File: src/rtl/plic_target_pkg.sv
`default_nettype none
// ============================================================================
// Module      : plic_target_pkg
// Description : Shared definitions for the PLIC hart target and its arbiter:
//               default widths, the "no interrupt" ID and the source-index
//               to interrupt-ID mapping.
// Revision    : 1.0 - initial release
// ============================================================================
package plic_target_pkg;

  localparam int PW_DEF    = 5;  // priority / threshold width
  localparam int IDW_DEF   = 4;  // interrupt ID width
  localparam int NO_IRQ_ID = 0;  // ID 0 is reserved for "nothing pending"

  // Source i (0-based) is reported to software as interrupt ID i+1.
  function automatic int src_to_id(input int idx);
    return idx + 1;
  endfunction

endpackage
`default_nettype wire

File: src/rtl/plic_target_if.sv
`default_nettype none
// ============================================================================
// Module      : plic_target_if
// Description : Claim/complete register interface between the hart (CSR/bus
//               side, master) and the PLIC target (slave).
//   claim_rd    : one-cycle strobe, hart reads the claim register
//   claim_id    : claim register value (registered in the target)
//   complete_wr : one-cycle strobe, hart writes the complete register
//   complete_id : ID being completed, qualified by complete_wr
// Revision    : 1.0 - initial release
// ============================================================================
interface plic_target_if
  import plic_target_pkg::*;
#(
  parameter int IDW = IDW_DEF
);

  logic           claim_rd;
  logic [IDW-1:0] claim_id;
  logic           complete_wr;
  logic [IDW-1:0] complete_id;

  modport master (
    output claim_rd,
    output complete_wr,
    output complete_id,
    input  claim_id
  );

  modport slave (
    input  claim_rd,
    input  complete_wr,
    input  complete_id,
    output claim_id
  );

endinterface
`default_nettype wire

File: src/rtl/plic_prio_arb.sv
`default_nettype none
// ============================================================================
// Module      : plic_prio_arb
// Description : Combinational max-priority arbiter. Picks the eligible source
//               with the largest priority; ties resolve to the lowest index.
//               Stateless, so one instance can be shared per hart target.
//   elig_i     : per-source eligibility
//   prio_i     : packed priorities, source i at [i*PW +: PW]
//   win_id_o   : winning ID (index+1), or 0 when nothing is eligible
//   win_prio_o : priority of the winner, 0 when nothing is eligible
// Revision    : 1.0 - initial release
// ============================================================================
module plic_prio_arb
  import plic_target_pkg::*;
#(
  parameter int NSRC = 8,
  parameter int PW   = PW_DEF,
  parameter int IDW  = IDW_DEF
) (
  input  logic [NSRC-1:0]    elig_i,
  input  logic [NSRC*PW-1:0] prio_i,
  output logic [IDW-1:0]     win_id_o,
  output logic [PW-1:0]      win_prio_o
);

  logic [IDW-1:0] best_id;
  logic [PW-1:0]  best_prio;
  logic           found;

  // Ascending scan with a strict '>' keeps the earliest (lowest-index)
  // candidate on equal priority.
  always_comb begin
    best_id   = IDW'(NO_IRQ_ID);
    best_prio = '0;
    found     = 1'b0;
    for (int i = 0; i < NSRC; i++) begin
      if (elig_i[i] && (!found || (prio_i[i*PW +: PW] > best_prio))) begin
        found     = 1'b1;
        best_id   = IDW'(src_to_id(i));
        best_prio = prio_i[i*PW +: PW];
      end
    end
  end

  assign win_id_o   = best_id;
  assign win_prio_o = best_prio;

endmodule
`default_nettype wire

File: src/rtl/plic_target.sv
`default_nettype none
// ============================================================================
// Module      : plic_target
// Description : Hart-side end of the interrupt controller. Arbitrates pending
//               sources against the hart threshold, drives the external
//               interrupt line and services claim/complete. A claimed source
//               gets a one-cycle ack so its gateway cell clears pending.
//   clk, rst      : clock, synchronous active-high reset
//   ip_i, en_i    : per-source pending / enable
//   prio_i        : packed priorities, source i at [i*PW +: PW]
//   thres_i       : hart priority threshold
//   bus           : claim/complete register interface (slave side)
//   ack_o         : one-cycle pulse to the claimed gateway cell
//   eip_o         : external interrupt request to the hart
//   in_service_o  : claimed-but-not-completed sources
// Revision    : 1.0 - initial release
// ============================================================================
module plic_target
  import plic_target_pkg::*;
#(
  parameter int NSRC = 8,
  parameter int PW   = PW_DEF,
  parameter int IDW  = IDW_DEF
) (
  input  logic               clk,
  input  logic               rst,
  input  logic [NSRC-1:0]    ip_i,
  input  logic [NSRC-1:0]    en_i,
  input  logic [NSRC*PW-1:0] prio_i,
  input  logic [PW-1:0]      thres_i,
  plic_target_if.slave       bus,
  output logic [NSRC-1:0]    ack_o,
  output logic               eip_o,
  output logic [NSRC-1:0]    in_service_o
);

  logic [IDW-1:0]  best_q, best_d;
  logic            eip_q, eip_d;
  logic [NSRC-1:0] in_service_q, in_service_d;
  logic [NSRC-1:0] ack_q, ack_d;

  logic [NSRC-1:0] elig;
  logic [NSRC-1:0] claim_hit;
  logic [NSRC-1:0] compl_hit;
  logic [IDW-1:0]  arb_id;
  logic [PW-1:0]   arb_prio;

  // Per-source decode. A source is held off while claimed and during its ack
  // cycle; claim decode uses the registered best_q, so claim_rd never reaches
  // claim_id combinationally. Out-of-range or zero complete IDs match nothing.
  for (genvar i = 0; i < NSRC; i++) begin : g_src
    assign elig[i] = ip_i[i] & en_i[i] & ~in_service_q[i] & ~ack_q[i]
                   & (prio_i[i*PW +: PW] > thres_i);
    assign claim_hit[i] = bus.claim_rd    & (best_q          == IDW'(src_to_id(i)));
    assign compl_hit[i] = bus.complete_wr & (bus.complete_id == IDW'(src_to_id(i)));
  end

  plic_prio_arb #(
    .NSRC (NSRC),
    .PW   (PW),
    .IDW  (IDW)
  ) u_arb (
    .elig_i     (elig),
    .prio_i     (prio_i),
    .win_id_o   (arb_id),
    .win_prio_o (arb_prio)
  );

  always_comb begin
    // The cycle of a claim read is a guard cycle: present nothing so a
    // back-to-back read cannot return the ID just claimed.
    best_d = bus.claim_rd ? IDW'(NO_IRQ_ID) : arb_id;
    // A winner always has priority above the threshold and "no winner"
    // reports priority 0, so this is exactly "arbitration result != 0".
    eip_d  = ~bus.claim_rd & (arb_prio > thres_i);
    // Claim and complete target different sources, so both may apply.
    in_service_d = (in_service_q & ~compl_hit) | claim_hit;
    ack_d        = claim_hit;
  end

  always_ff @(posedge clk) begin
    if (rst) begin
      best_q       <= IDW'(NO_IRQ_ID);
      eip_q        <= 1'b0;
      in_service_q <= '0;
      ack_q        <= '0;
    end else begin
      best_q       <= best_d;
      eip_q        <= eip_d;
      in_service_q <= in_service_d;
      ack_q        <= ack_d;
    end
  end

  assign bus.claim_id = best_q;
  assign ack_o        = ack_q;
  assign eip_o        = eip_q;
  assign in_service_o = in_service_q;

endmodule
`default_nettype wire

File: src/flat_wrapper.sv
// flat-port wrapper written by rule: the top's interface ports become plain ports
module plic_target_flat import plic_target_pkg::*;
#(
  parameter int NSRC = 8,
  parameter int PW   = PW_DEF,
  parameter int IDW  = IDW_DEF
)
  (clk, rst, ip_i, en_i, prio_i, thres_i, ack_o, eip_o, in_service_o, bus_claim_rd, bus_complete_wr, bus_complete_id, bus_claim_id);
  plic_target_if #(.IDW(IDW)) bus_i ();
  input  logic clk;
  input  logic rst;
  input  logic [NSRC-1:0] ip_i;
  input  logic [NSRC-1:0] en_i;
  input  logic [NSRC*PW-1:0] prio_i;
  input  logic [PW-1:0] thres_i;
  output logic [NSRC-1:0] ack_o;
  output logic eip_o;
  output logic [NSRC-1:0] in_service_o;
  input wire logic [$bits(bus_i.claim_rd)-1:0] bus_claim_rd;
  input wire logic [$bits(bus_i.complete_wr)-1:0] bus_complete_wr;
  input wire logic [$bits(bus_i.complete_id)-1:0] bus_complete_id;
  output wire logic [$bits(bus_i.claim_id)-1:0] bus_claim_id;
  assign bus_i.claim_rd = bus_claim_rd;
  assign bus_i.complete_wr = bus_complete_wr;
  assign bus_i.complete_id = bus_complete_id;
  assign bus_claim_id = bus_i.claim_id;
  plic_target #(.NSRC(NSRC), .PW(PW), .IDW(IDW)) u_core (.clk(clk), .rst(rst), .ip_i(ip_i), .en_i(en_i), .prio_i(prio_i), .thres_i(thres_i), .bus(bus_i), .ack_o(ack_o), .eip_o(eip_o), .in_service_o(in_service_o));
endmodule
File: config.mk
export PLATFORM = sky130hd
export DESIGN_NAME = plic_target_flat
export DESIGN_NICKNAME = d
export VERILOG_FILES = /design/src/rtl/plic_target_pkg.sv /design/src/rtl/plic_target_if.sv /design/src/rtl/plic_prio_arb.sv /design/src/rtl/plic_target.sv /design/src/flat_wrapper.sv
export SDC_FILE = /design/constraint.sdc
export NUM_CORES = 1
export LEC_CHECK = 0
export BUFFER_PORTS_ARGS = -buffer_cell sky130_fd_sc_hd__buf_2
export CELL_PAD_IN_SITES_DETAIL_PLACEMENT = 0
export CELL_PAD_IN_SITES_GLOBAL_PLACEMENT = 2
export CORE_MARGIN = 2
export CORE_UTILIZATION = 31
export DETAILED_ROUTE_END_ITERATION = 6
export PLACE_DENSITY_LB_ADDON = 0.05
export SLEW_MARGIN = 0
export SYNTH_ARGS = -nofsm -noshare
export SYNTH_HDL_FRONTEND = slang
export SYNTH_HIERARCHICAL = 1
export SYNTH_SLANG_ARGS = --single-unit
File: constraint.sdc
create_clock -name clk -period 14.8 [get_ports clk]
set_clock_uncertainty 0.15 [all_clocks]
set_input_delay 0.74 -clock clk [delete_from_list [all_inputs] [get_ports clk]]
set_output_delay 0.74 -clock clk [all_outputs]
set_load 0.1 [all_outputs]
==> reports/qor.csv <==
stage,metric,value,unit
status,status,finished clean,
detailed_routing,vias,3666,
pwr,pwr-share-clk,19.3,%
pwr,p_seq_share,20.7,%
timing,drv_slew,0,
detailed_routing,viasPerCell,5.391,
floorplanning,die_area,0.01246,mm^2
clocking,clock-root-buffer,clkbuf_16,
pwr,p_sw,0.1282,mW
pwr,p_int,0.1625,mW
synth,ys_seq_area_share,11.71,%
floorplanning,core.rowCount,39,
placement,globalplace.congestion,0.8999,
synth,ys.flop_type,dfxtp_1,
finish,finish.utilization,38.13,%
synth,syn_area,0.003591,mm^2
finish,antenna_cells,0,
pwr,comb_power_share,59.9,%
synth,synth_seq_cells,21,
timing,slew_headroom,42.81,%
synth,synthCells,448,
detailed_routing,wl_per_cell,17.67,um
floorplanning,core,0.01137,mm^2
floorplanning,num_io_pins,90,
setup_path,crit_required,14.79,ns
synth,synth_cell_types,62,
setup_path,cp_slowest_cell,or3b_2,
detailed_routing,first_pass_iters,4,
synth,synth_fa_ha_area_share,27.87,%
synth,syn_nets,597,
timing,hold_viol_final,0,
timing,fmax,72.51,MHz
synth,synth_edf_count,0,
timing,worstMarginPinSlew,0.8488,ns
detailed_routing,wl,12020,um
pwr,power_density,67.07,mW/mm^2
floorplanning,die_y,111.6,um
timing,post-route-min-period,13.79,ns
finish,fin_cells,680,
clocking,clkTransAtPathRegs,0.05,ns
timing,finalSetupTns,0,ns
timing,timing.final.crit_share,93.19,%
floorplanning,initial_core_util,31.58,%
placement,dp_hpwl,9977,um
placement,io_buffers,89,
finish,nets,687,
worst_hold_path,whs_path_depth,2,
timing,setup_violations,0,
global_route,antenna_found_initial,0,
pwr,p_total,0.2908,mW
placement,dp_cells,676,
detailed_routing,final_antenna_net_count,0,
pwr,ir_worst_vdd,0.04756,mV
finish,layout_commonest_cell,buf_2,
synth,synth_xor_area_share,0,%
setup_path,cp-end-kind,register,
clocking,htreeDepth,1,
worst_hold_path,hp-class,register to register,
global_route,grt_pass1_wl,19330,um
pwr,p_sw_share,44.10,%
synth,synthArstFlopShare,0,%
finish,fillers,1244,
detailed_routing,drc,0,
global_route,grt_pass1_vias,3602,
setup_path,cp_common_cell,ha_1,
synth,muxShareOfSynthArea,2.683,%
clocking,cts_buffers,3,
setup_path,critPathMaxFanout,13,
pwr,p_leak,2.058,nW
synth,yosys.area_share.simple,20.00,%
synth,synth_top_family_by_area,compound AO/OA/AOI/OAI gates,
clocking,cts.sinks,21,
setup_path,cp.arrival,13.78,ns
finish,layout_common_cells,"buf_2, ha_1, inv_1",
setup_path,start_kind,input port,
finish,area_growth,20.73,%
setup_path,critical_path_class,input port to register,
setup_path,cpPeakStageDelay,0.54,ns
synth,yosys_warnings,6,
global_route,track_usage,19.02,%
global_route,gr-total-overflow,0,
global_route,grt_max_degree,14,
finish,drive_above_1_share,23.84,%
clocking,cts_tree,built,
floorplanning,die_x,111.6,um
setup_path,ff2ff_path_depth,53,
synth,synth-compound-area-share,31.08,%
run,drv_cap,0,
synth,avgSynthCellArea,8.016,um^2
clocking,clk_latency,0.25,ns
clocking,clk_path_buf_depth,2,
detailed_routing,drtIter0Drc,100,
-- cells in the mapped netlist (all sizes together) (4+ instances only) --
library cell	n	area share, %
a21oi	34	4.7
and2	5	0.87
and3	4	0.70
buf	6	1.1
dfxtp	21	12
ha	80	28
inv	50	5.2
mux2	5	1.6
mux2i	4	1.1
nand2	34	3.6
nand2b	7	1.4
nand3	10	1.4
nand3b	4	0.84
nand4	10	1.7
nor2	21	2.3
nor2b	8	1.4
nor4bb	8	2.6
o211a	5	1.4
o211ai	18	3.8
o21a	5	1.0
o21ai	23	3.3
o21bai	5	1.4
o221ai	9	2.2
o22a	8	2.0
o22ai	6	1.0
o2bb2ai	5	1.2
o311a	5	1.4
o311ai	6	1.5
o31ai	8	1.7
-- registers in the layout, indices dropped and copies added, names as in the netlist --
signal	count
u_core/eip_o	1
u_core/bus.claim_id	4
u_core/ack_o	8
u_core/in_service_o	8
-- area by class of cell --
cell class              instances  area, um^2  area share [%]
repair buffers                 94       483.0           11.14
clock buffers                   3       75.07           1.732
well taps                     143       178.9           4.127
clock inverters                 1       5.005          0.1154
flip-flops and latches         21       420.4           9.697
multi-input cells             368        2985           68.86
inverters                      50       187.7           4.329
-- timing repair --
action                                  CTS  global route
buffers inserted                          0             0
hold buffers                              0             0
gates resized for setup                   0            10
endpoints found under the setup margin    0             1
-- cell families after synthesis --
logic type | Yosys count
AOI/OAI and AO/OA | 154
adders and majority gates | 80
buffers and inverters | 59
DFF | 21
muxes | 9
and+or+nand+nor | 125
-- power by group through the flow --
stage	logic, mW	registers, mW	clock network (mW)
6_report	0.174	0.0603	0.0561
4_1_cts	0.171	0.0604	0.0573
3_3_place_gp	0.171	0.0617	0
3_5_place_dp	0.170	0.0616	0
5_1_grt	0.196	0.0607	0.0612
2_1_floorplan	0.109	0.0737	0
-- stage by stage --
step	hold slack, ns	setup WS [ns]	instance area [um^2]
6_report	0.3695	1.008	4335
2_1_floorplan	0.7352	2.431	3591
5_1_grt	0.3852	-0.05146	4335
4_1_cts	0.3693	0.6533	4282
3_3_place_gp	0.3656	0.5219	4202
3_5_place_dp	0.3475	0.4271	4202
-- worst paths after layout --
path / from / to / slack (ns)
worst min-delay path: u_core/bus.claim_id[3] / u_core/ack_o[7] / 0.37
worst min register to register: u_core/bus.claim_id[3] / u_core/ack_o[7] / 0.37
worst max register to register: u_core/in_service_o[0] / u_core/eip_o / 1.73
worst max-delay path: thres_i[4] / u_core/eip_o / 1.01
-- per-layer routing --
layer / vias up / global-route usage [%] / wire (um)
met5: - / 0 / 0
met4: 0 / 1.317 / 44
met3: 8 / 1.034 / 325
met2: 80 / 34.63 / 5915
met1: 1671 / 25.87 / 5731
li1: 1907 / - / -
-- worst max-delay path, delay by kind of cell --
kind                       cells  cell delay, ns
AOI/OAI and AO/OA             26            6.04
adders and majority gates      9            2.75
and+or+nand+nor               13            2.68
buffers and inverters          6            0.92
muxes                          2            0.60
Power figures use the tool's default switching activity.
